## src/rtl/hazard_stall_unit.sv

```systemverilog
`default_nettype none
// ============================================================================
// Module   : hazard_stall_unit
// Purpose  : Detects pipeline hazards that bypassing cannot resolve (load-use,
//            taken-branch wrong path, data-memory wait) and drives PC/IF-ID/
//            ID-EX enables and flushes plus a global hold for the back end.
// Revision : 1.0 - initial release
// ============================================================================
module hazard_stall_unit #(
    parameter int FLUSH_CYCLES = 1,
    parameter int WAIT_TIMEOUT = 255,
    parameter int CNT_W        = 16
) (
    input  logic             clk,
    input  logic             rst_n,
    input  logic [4:0]       i_id_rs1,
    input  logic [4:0]       i_id_rs2,
    input  logic             i_id_rs1_used,
    input  logic             i_id_rs2_used,
    input  logic [4:0]       i_ex_rd,
    input  logic             i_ex_mem_read,
    input  logic             i_branch_taken,
    input  logic             i_mem_req,
    input  logic             i_mem_ready,
    output logic             o_pc_write,
    output logic             o_ifid_write,
    output logic             o_ifid_flush,
    output logic             o_idex_flush,
    output logic             o_pipe_hold,
    output logic             o_mem_timeout,
    output logic [CNT_W-1:0] o_stall_cnt,
    output logic [CNT_W-1:0] o_flush_cnt,
    output logic [CNT_W-1:0] o_wait_cnt
);

    typedef enum logic [0:0] {
        ST_RUN   = 1'b0,
        ST_FLUSH = 1'b1
    } state_t;

    localparam logic [CNT_W-1:0] C_CNT_MAX    = {CNT_W{1'b1}};
    localparam logic [CNT_W-1:0] C_TIMEOUT_M1 = CNT_W'(WAIT_TIMEOUT - 1);
    localparam logic [2:0]       C_FCNT_LOAD  = 3'(FLUSH_CYCLES - 1);

    state_t           r_state;
    state_t           w_state_nxt;
    logic [2:0]       r_fcnt;
    logic [2:0]       w_fcnt_nxt;
    logic [CNT_W-1:0] r_stall_cnt;
    logic [CNT_W-1:0] r_flush_cnt;
    logic [CNT_W-1:0] r_wait_cnt;
    logic [CNT_W-1:0] r_run_cnt;
    logic             r_mem_timeout;

    logic             w_freeze;
    logic             w_lu;
    logic             w_do_flush;
    logic             w_do_stall;

    assign w_freeze = i_mem_req & ~i_mem_ready;
    assign w_lu     = i_ex_mem_read & (i_ex_rd != 5'd0) &
                      ((i_id_rs1_used & (i_id_rs1 == i_ex_rd)) |
                       (i_id_rs2_used & (i_id_rs2 == i_ex_rd)));

    // Prioritised output decode and next-state selection
    always_comb begin
        o_pc_write   = 1'b1;
        o_ifid_write = 1'b1;
        o_ifid_flush = 1'b0;
        o_idex_flush = 1'b0;
        o_pipe_hold  = 1'b0;
        w_do_flush   = 1'b0;
        w_do_stall   = 1'b0;
        w_state_nxt  = r_state;
        w_fcnt_nxt   = r_fcnt;
        if (!rst_n) begin
            o_pc_write   = 1'b0;
            o_ifid_write = 1'b0;
            o_ifid_flush = 1'b1;
            o_idex_flush = 1'b1;
        end else if (w_freeze) begin
            o_pc_write   = 1'b0;
            o_ifid_write = 1'b0;
            o_pipe_hold  = 1'b1;
        end else if ((r_state == ST_FLUSH) || i_branch_taken) begin
            // Wrong-path squash; load-use on the wrong path is irrelevant
            o_ifid_flush = 1'b1;
            o_idex_flush = 1'b1;
            w_do_flush   = 1'b1;
            if (r_state == ST_FLUSH) begin
                w_fcnt_nxt = r_fcnt - 3'd1;
                if (r_fcnt == 3'd1) begin
                    w_state_nxt = ST_RUN;
                end
            end else if (FLUSH_CYCLES > 1) begin
                w_state_nxt = ST_FLUSH;
                w_fcnt_nxt  = C_FCNT_LOAD;
            end
        end else if (w_lu) begin
            // Single bubble: the load moves on to MEM next cycle
            o_pc_write   = 1'b0;
            o_ifid_write = 1'b0;
            o_idex_flush = 1'b1;
            w_do_stall   = 1'b1;
        end
    end

    // Flush FSM state and down-counter
    always_ff @(posedge clk or negedge rst_n) begin
        if (!rst_n) begin
            r_state <= ST_RUN;
            r_fcnt  <= 3'd0;
        end else begin
            r_state <= w_state_nxt;
            r_fcnt  <= w_fcnt_nxt;
        end
    end

    // Saturating performance counters
    always_ff @(posedge clk or negedge rst_n) begin
        if (!rst_n) begin
            r_stall_cnt <= '0;
            r_flush_cnt <= '0;
            r_wait_cnt  <= '0;
        end else begin
            if (w_do_stall && (r_stall_cnt != C_CNT_MAX)) begin
                r_stall_cnt <= r_stall_cnt + 1'b1;
            end
            if (w_do_flush && (r_flush_cnt != C_CNT_MAX)) begin
                r_flush_cnt <= r_flush_cnt + 1'b1;
            end
            if (w_freeze && (r_wait_cnt != C_CNT_MAX)) begin
                r_wait_cnt <= r_wait_cnt + 1'b1;
            end
        end
    end

    // Consecutive-freeze tracking and sticky timeout flag
    always_ff @(posedge clk or negedge rst_n) begin
        if (!rst_n) begin
            r_run_cnt     <= '0;
            r_mem_timeout <= 1'b0;
        end else if (w_freeze) begin
            if (r_run_cnt != C_CNT_MAX) begin
                r_run_cnt <= r_run_cnt + 1'b1;
            end
            if (r_run_cnt == C_TIMEOUT_M1) begin
                r_mem_timeout <= 1'b1;
            end
        end else begin
            r_run_cnt <= '0;
        end
    end

    assign o_mem_timeout = r_mem_timeout;
    assign o_stall_cnt   = r_stall_cnt;
    assign o_flush_cnt   = r_flush_cnt;
    assign o_wait_cnt    = r_wait_cnt;

endmodule
`default_nettype wire

```

## config.mk

```make
export PLATFORM = sky130hd
export DESIGN_NAME = hazard_stall_unit
export DESIGN_NICKNAME = d
export VERILOG_FILES = /design/src/rtl/hazard_stall_unit.sv
export SDC_FILE = /design/constraint.sdc
export NUM_CORES = 1
export LEC_CHECK = 0
export ABC_AREA = 1
export BUFFER_PORTS_ARGS = -buffer_cell sky130_fd_sc_hd__buf_2
export CORE_ASPECT_RATIO = 2
export CORE_MARGIN = 3
export CORE_UTILIZATION = 57
export CTS_BUF_LIST = sky130_fd_sc_hd__clkbuf_4 sky130_fd_sc_hd__clkbuf_8 sky130_fd_sc_hd__clkbuf_16
export CTS_CLUSTER_DIAMETER = 200
export DETAILED_ROUTE_END_ITERATION = 16
export PLACE_DENSITY = 0.82
export SYNTH_ARGS = -nofsm -noshare
export SYNTH_HDL_FRONTEND = slang
export SYNTH_SLANG_ARGS = --single-unit
```

## constraint.sdc

```tcl
create_clock -name clk -period 2.9 [get_ports clk]
set_input_delay 0.145 -clock clk [delete_from_list [all_inputs] [get_ports clk]]
set_output_delay 0.145 -clock clk [all_outputs]
set_load 0.05 [all_outputs]
```

Word-level counts from Yosys, hierarchy flattened
Index checks and enable logic that the tools add are counted.
{"block": "totals", "latch_bits": 0, "romBits": 0, "mem_bits_rw": 0, "out_inout_bits": 54, "reg_bits": 69, "inputBits": 23, "mem_count": 0}
{"block": "op_classes", "bitwise_logic": 8, "magnitude_cmp": 0, "n_reduce_logical": 8, "n_eq_ne": 9, "n_mul": 0, "addsub": 5, "n_div": 0, "shifts": 0, "muxes": 21}
{"operator": "$add 16x1->16 const B", "count": 4}
{"operator": "$ne 16x16->1 const B", "count": 4}
{"operator": "$mux 16", "count": 2}
{"operator": "$mux 1", "count": 19}
{"operator": "$eq 16x8->1 const B", "count": 1}
{"operator": "$eq 5x5->1", "count": 2}
{"operator": "$and 1x1->1", "count": 5}
{"operator": "$reduce_bool 5->1", "count": 1}
{"operator": "$reduce_and 4->1", "count": 1}
{"operator": "$eq 3x1->1 const B", "count": 1}
{"operator": "$logic_and 1x1->1", "count": 3}
{"operator": "$reduce_and 3->1", "count": 1}
{"operator": "$sub 3x1->3 const B", "count": 1}
{"operator": "$ne 2x1->1 const B", "count": 1}
{"operator": "$not 1->1", "count": 2}
{"operator": "$reduce_and 2->1", "count": 1}
{"operator": "$logic_or 1x1->1", "count": 1}
{"operator": "$or 1x1->1", "count": 1}

Depth between registers and ports, before layout
Gate-level depths: netlist (run 1).
{"block": "logic_depth", "ltp_word": 9, "depth_mapped": 12, "depth_no_buf": 12}

Least setup slack after synthesis (run 1)
No wires, ideal clock.
{"block": "synth_timing", "path_kind": "input to output", "startpoint": "in i_mem_ready", "endpoint": "out o_idex_flush", "t_arrival_ps": 1968, "required_ps": 2755, "path_slack_ps": 787, "n_path_buf": 1, "path_stages": 5, "path_cell_list": "inv_1 > nand2_2 > clkbuf_1 > nor2_1 > o21ai_0"}
{"block": "synth_via", "elab_chain_len": 4}
{"item": "from (decl)", "line_no": "24", "source": "input logic i_mem_ready,"}
{"item": "$not 1->1", "line_no": "60", "source": "assign w_freeze = i_mem_req & ~i_mem_ready;"}
{"item": "$and 1x1->1", "line_no": "60"}
{"item": "$mux 1", "line_no": "81", "source": "end else if (w_freeze) begin"}
{"item": "$mux 1", "line_no": "76", "source": "if (!rst_n) begin"}
{"item": "to (decl)", "line_no": "28", "source": "output logic o_idex_flush,"}
No other way between the ends.

Final worst setup path (run 1)
{"block": "layout_timing", "startpoint": "reg r_wait_cnt[0], in the netlist o_wait_cnt[0]", "endpoint": "reg r_wait_cnt[13], in the netlist o_wait_cnt[13]"}
{"block": "layout_via", "elab_chain_len": 2, "elab_cells_between_ends": 3}
{"item": "from (decl)", "line_no": "51", "source": "logic [CNT_W-1:0] r_wait_cnt;"}
{"item": "from (signal assigned)", "line_no": "133", "source": "r_wait_cnt <= r_wait_cnt + 1'b1;"}
{"item": "branches (longest 2 deep; another with $add 16x1->16)"}
Parallel ways; which one is timed is not known.
A chain may end at the register's enable or synchronous reset.

==> flow_metrics.py, run 1 <==
metrics = {
    "detailed_routing": {
        "avgRoutedWirePerCell_um": 14.4,
        "drt_iter0_drc": 218,
        "ant_nets": 0,
        "drt_first_pass_iters": 4,
        "vias": 3701,
        "drc": 0,
        "via_per_inst": 5.40,
        "drt-total-wl_mm": 9.89,
    },
    "global_route": {
        "grt_antenna_before_repair": 0,
        "grt_pass1_vias": 3829,
        "grt_start_max_net_pins": 70,
        "grtUsageTotal_pct": 26.1,
        "gr-total-overflow": 0,
        "grt_pass1_wl_mm": 17.0,
    },
    "cells_and_area": {
        "layout.nets": 623,
        "drive_gt1_share_pct": 21.1,
        "n_antenna_cell": 0,
        "layout.cells.most_common_list": "nand2_1 (129), buf_2 (76), dfrtp_1 (69)",
        "layout.cells.non_filler": 686,
        "area_delta_synth_final_pct": 17.9,
        "final_area_sq_um": 4820,
        "layout_commonest_cell": "nand2_1",
    },
    "sta": {
        "setup_ws_ns": 0.923,
        "slew_violations": 0,
        "rsz0062_at_grt": "no",
        "period_needed_ns": 1.98,
        "max_freq_mhz": 506,
        "setup_viol": 0,
        "min_period_over_period_pct": 68.2,
        "maxSlewHeadroom_pct": 43.0,
        "fin_skew_ns": 0.00754,
        "fin_tns_setup_ns": 0,
        "final-hold-violation-count": 0,
        "worst_slew_pin_slew_ns": 0.855,
    },
    "clock_tree": {
        "ctsResizeCount": 0,
        "clk_latency_ns": 0.33,
        "post_cts.repair.setup_buffers": 0,
        "hold_buffers": 0,
        "cts_root_buf": "clkbuf_16",
        "cts_buffers": 9,
        "cts.sinks": 69,
        "htree_levels": 3,
        "clk_pin_slew_ns": 0.05,
        "tritoncts": "done",
        "cts_buffer_depth": 2,
    },
    "pwr": {
        "p_leak_nw": 2.57,
        "finalPower_mw": 3.70,
        "p_per_area_nw_per_um2": 768,
        "vdd_drop_max_uv": 654,
    },
    "placed_design": {
        "dpl_cell_area_sq_um": 4530,
        "place_ws_ns": 0.968,
        "dp.cells": 672,
        "portBuffers": 76,
        "dp_hpwl_mm": 7.46,
        "gp_congestion": 0.939,
    },
    "run": {
        "cap_violations": 0,
    },
    "synth": {
        "synthCells": 513,
        "yosysSeqAreaShare_pct": 42.2,
        "syn-cell-area_sq_um": 4090,
        "synth_edf_count": 0,
        "yosys_warnings": 0,
        "async_reset_ff_share_pct": 100,
        "syn_area_per_cell_sq_um": 7.98,
        "ys_ff_latch": 69,
        "yosys_most_used_dff": "dfrtp_1",
        "synthesis.nets": 543,
        "synthDistinctLibCells": 37,
    },
    "worst_hold_path": {
        "min_path_type": "in2async",
    },
    "floorplan": {
        "initial_core_util_pct": 59.0,
        "dieArea_sq_um": 8290,
        "row_count": 43,
        "die_h_um": 126,
        "core_sq_um": 6940,
        "pin_count": 77,
        "die_width_um": 65.9,
    },
    "critical_path": {
        "r2r-start": "o_wait_cnt[0]",
        "cp.required_ns": 3.11,
        "crit_fanout": 11,
        "reg2reg_setup_slack_ns": 0.92,
        "reg2reg_to": "o_wait_cnt[13]",
        "cp-end-kind": "flop",
        "worst-r2r-cell-count": 9,
        "cp_cell_sequence": "ha_1 -> nand3_1 -> nor3_2 -> nand3_1 -> nand2_1 -> nor2_1 -> nand2_1 -> o21ai_0 -> nand2_1",
        "arrival_ns": 2.19,
        "cp_slowest_cell": "dfrtp_1",
        "critical_path_class": "reg2reg",
        "cpMostUsedCell": "nand2_1",
        "critPathMaxStageDelay_ns": 0.42,
        "worstSetupStartpointType": "flop",
    },
    "status": {
        "status": "finished clean",
    },
}
-- synthesized netlist by cell type, drive strengths merged (2+ instances only) --
cell | n | area [sq um]
clkbuf | 2 | 7.51
ha | 7 | 87.6
a21oi | 3 | 15.0
nor3 | 18 | 111
o21ai | 17 | 85.1
a31oi | 4 | 25.0
clkinv | 2 | 7.51
nor4 | 2 | 12.5
nand3 | 52 | 315
dfrtp | 69 | 1730
nand2 | 131 | 497
inv | 68 | 258
buf | 6 | 50.0
xor2 | 35 | 307
nand4 | 6 | 43.8
or2 | 2 | 12.5
xnor2 | 13 | 114
nor3b | 2 | 15.0
nor2 | 54 | 236
o21bai | 16 | 120
-- sequential cells by signal, summed over array words and instances, names as in the netlist --
register,count
r_run_cnt,16
o_wait_cnt,16
o_mem_timeout,1
r_fcnt,3
o_stall_cnt,16
r_state,1
o_flush_cnt,16
-- cell type report --
type | instances | area, sq um
Multi-Input combinational cell | 366 | 2040
Tap cell | 90 | 113
Timing Repair Buffer | 77 | 388
Sequential cell | 69 | 1730
Clock buffer | 12 | 254
Inverter | 70 | 265
Clock inverter | 2 | 35.0
Fill cell | 564 | 2120
-- critical path, delay by kind of cell (launching register included) --
kind / cells / cell delay [ns]
fa+ha+maj: 1 / 0.23
flops: 1 / 0.42
compound gates: 1 / 0.17
simple gates: 7 / 1.04
-- where the power goes --
part | total [mW] | switching (mW) | leakage (nW) | internal, mW
Combinational | 1.41 | 1.03 | 1.59 | 0.371
Clock | 1.07 | 0.377 | 0.145 | 0.696
Sequential | 1.22 | 0.133 | 0.831 | 1.09
Total | 3.70 | 1.54 | 2.57 | 2.16
-- cells by family after synthesis --
family / Yosys count / share of synthesized area, %
compound gates: 43 / 6.61
xor+xnor: 48 / 10.3
fa+ha+maj: 7 / 2.14
buf+inv: 78 / 7.89
flops: 69 / 42.2
simple gates: 268 / 30.9
-- worst max path at each step --
stage,slack [ns],to,startpoint
floorplan,0.79,o_idex_flush,i_mem_ready
global placement,1.08,o_stall_cnt[1],o_stall_cnt[0]
detailed placement,0.97,o_wait_cnt[13],o_wait_cnt[0]
CTS,0.95,o_wait_cnt[13],o_wait_cnt[0]
global route,0.76,o_wait_cnt[13],o_wait_cnt[0]
finish,0.92,o_wait_cnt[13],o_wait_cnt[0]
-- per-stage QoR --
step	util, %	hold WS (ns)
after floorplan	-	-0.151
final	69.5	0.0559
after detailed placement	65.3	0.429
after global placement	65.3	0.426
after global routing	69.5	0.134
after CTS	69.5	0.0810
-- layer usage --
layer	wire [um]	global-route usage (%)	share of wire, %
met1	3480	26.9	35
met2	5590	47.6	57
met3	436	5.44	4.4
met4	387	13.4	3.9
met5	0	0	0
No activity file was read; power rests on OpenSTA's default activity.
==> run 2, diff against run 1 <==
--- a/config.mk
+++ b/config.mk
@@ -9,11 +9,11 @@
 export BUFFER_PORTS_ARGS = -buffer_cell sky130_fd_sc_hd__buf_2
 export CORE_ASPECT_RATIO = 2
 export CORE_MARGIN = 3
-export CORE_UTILIZATION = 57
+export CORE_UTILIZATION = 51
 export CTS_BUF_LIST = sky130_fd_sc_hd__clkbuf_4 sky130_fd_sc_hd__clkbuf_8 sky130_fd_sc_hd__clkbuf_16
 export CTS_CLUSTER_DIAMETER = 200
 export DETAILED_ROUTE_END_ITERATION = 16
-export PLACE_DENSITY = 0.82
+export PLACE_DENSITY = 0.77
 export SYNTH_ARGS = -nofsm -noshare
 export SYNTH_HDL_FRONTEND = slang
 export SYNTH_SLANG_ARGS = --single-unit
==> constraint.sdc (replaced) <==
create_clock -name clk -period 1.8 [get_ports clk]
set_input_delay 0.09 -clock clk [delete_from_list [all_inputs] [get_ports clk]]
set_output_delay 0.09 -clock clk [all_outputs]
set_load 0.05 [all_outputs]
==> flow_metrics.py, run 2 (synthesized netlist as in run 1, its figures left out) <==
metrics = {
    "detailed_routing": {
        "drt_first_pass_iters": 4,
        "drc": 0,
        "via_per_inst": 5.23,
        "vias": 3680,
        "drt-total-wl_mm": 9.69,
        "drt_iter0_drc": 204,
        "avgRoutedWirePerCell_um": 13.8,
        "ant_nets": 0,
    },
    "floorplan": {
        "die_width_um": 69.3,
        "die_h_um": 133,
        "dieArea_sq_um": 9200,
        "row_count": 45,
        "initial_core_util_pct": 53.0,
        "core_sq_um": 7710,
        "pin_count": 77,
    },
    "critical_path": {
        "cp_cell_sequence": "ha_4 -> nand3_4 -> nor3_4 -> nand3b_4 -> nor2_8 -> buf_4 -> o21bai_1 -> nand2_1",
        "cp-endpoint": "o_stall_cnt[8]",
        "arrival_ns": 1.95,
        "cp-end-kind": "flop",
        "r2r-start": "o_stall_cnt[0]",
        "cp_slowest_cell": "dfrtp_2",
        "worstSetupStartpointType": "flop",
        "crit_start": "o_stall_cnt[0]",
        "critPathTopFamily": "simple AND/OR/NAND/NOR gates",
        "cp.required_ns": 2.07,
        "path_depth": 8,
        "worst-r2r-cell-count": 8,
        "reg2reg_setup_slack_ns": 0.12,
        "critical_path_class": "reg2reg",
        "worstPathBufferInverterCount": 1,
        "critPathMaxStageDelay_ns": 0.42,
        "crit_fanout": 10,
        "reg2reg_to": "o_stall_cnt[8]",
    },
    "cells_and_area": {
        "n_antenna_cell": 0,
        "area_delta_synth_final_pct": 22.8,
        "drive_gt1_share_pct": 25.1,
        "layout.cells.non_filler": 703,
        "final_area_sq_um": 5020,
        "layout.cells.most_common_list": "nand2_1 (129), buf_2 (76), inv_1 (59), dfrtp_1 (59), nor2_1 (46)",
        "layout_commonest_cell": "nand2_1",
        "utilization_pct": 65.1,
        "layout.nets": 634,
    },
    "global_route": {
        "grt_antenna_before_repair": 0,
        "grt_start_max_net_pins": 60,
        "gr-total-overflow": 0,
        "grt_pass1_wl_mm": 16.4,
        "grtUsageTotal_pct": 21.8,
        "grt_pass1_vias": 3769,
    },
    "clock_tree": {
        "tritoncts": "done",
        "post_cts.repair.setup_buffers": 0,
        "clk_pin_slew_ns": 0.06,
        "clk_latency_ns": 0.33,
        "cts.sinks": 69,
        "htree_levels": 3,
        "cts_root_buf": "clkbuf_16",
        "cts_buffer_depth": 2,
        "cts_buffers": 9,
    },
    "status": {
        "status": "finished clean",
    },
    "run": {
        "cap_violations": 0,
    },
    "sta": {
        "slew_violations": 0,
        "max_freq_mhz": 596,
        "maxSlewHeadroom_pct": 49.4,
        "final-hold-violation-count": 0,
        "rsz0062_at_grt": "no",
        "min_period_over_period_pct": 93.2,
        "period_needed_ns": 1.68,
        "worst_slew_pin_slew_ns": 0.759,
        "setup_viol": 0,
        "fin_tns_setup_ns": 0,
        "fin_skew_ns": 0.00554,
    },
    "placed_design": {
        "dp.cells": 686,
        "dp_hpwl_mm": 7.29,
        "dpl_cell_area_sq_um": 4650,
        "gp_congestion": 0.864,
        "portBuffers": 76,
    },
    "pwr": {
        "p_leak_nw": 2.63,
        "vdd_drop_max_uv": 1090,
        "p_per_area_nw_per_um2": 1270,
    },
    "worst_hold_path": {
        "min_path_type": "in2reg",
    },
}
==> run 2: repair_timing <==
item / CTS / global route
gates resized for setup: 0 / 6
hold buffers: 1 / 0
setup endpoints to repair: 0 / 19
hold endpoints to repair: 10 / 0
==> run 2: final cells by class <==
cell class	count	area, sq um
Tap cell	94	118
Multi-Input combinational cell	366	2080
Fill cell	653	2690
Inverter	70	265
Clock inverter	6	111
Clock buffer	10	233
Timing Repair Buffer	88	473
Sequential cell	69	1740
==> run 2: stage by stage <==
stage / setup slack (ns) / hold slack, ns / power, mW
2_1_floorplan: -0.0542 / -0.206 / 3.87
3_3_place_gp: 0.133 / 0.0811 / 4.32
3_5_place_dp: 0.0648 / 0.0838 / 4.36
4_1_cts: 0.0561 / 0.113 / 6.43
5_1_grt: 0.00703 / 0.119 / 6.70
6_report: 0.123 / 0.117 / 6.38
==> run 2: worst min-delay path by stage <==
stage                   start              to  slack [ns]  depth (start not counted)
finish              i_mem_req    r_run_cnt[1]        0.12                          3
global route        i_mem_req    r_run_cnt[1]        0.12                          3
CTS                 i_mem_req    r_run_cnt[1]        0.11                          3
detailed placement      rst_n       r_fcnt[0]        0.08                          2
global placement        rst_n       r_fcnt[0]        0.08                          2
floorplan               rst_n  o_flush_cnt[0]       -0.21                          0
==> run 2: routing by layer <==
metal,track usage (%),vias up,share of wire (%)
met1,22.2,1756,37
met3,4.49,27,4.0
met4,10.7,0,3.1
met5,0,-,0
li1,-,1813,-
met2,41.0,84,56
==> run 2: where the power goes <==
part           internal, mW  leakage (nW)  total [mW]  switching (mW)
logic                 0.696          1.64        2.37            1.68
clock network          1.37         0.166        2.03           0.660
registers              1.77         0.823        1.99           0.218
total                  3.83          2.63        6.38            2.55
==> run 2: worst min-delay path: stages <==
cell and delay [ns]:
buf_2 0.10, nand2_2 0.12, o31ai_1 0.09
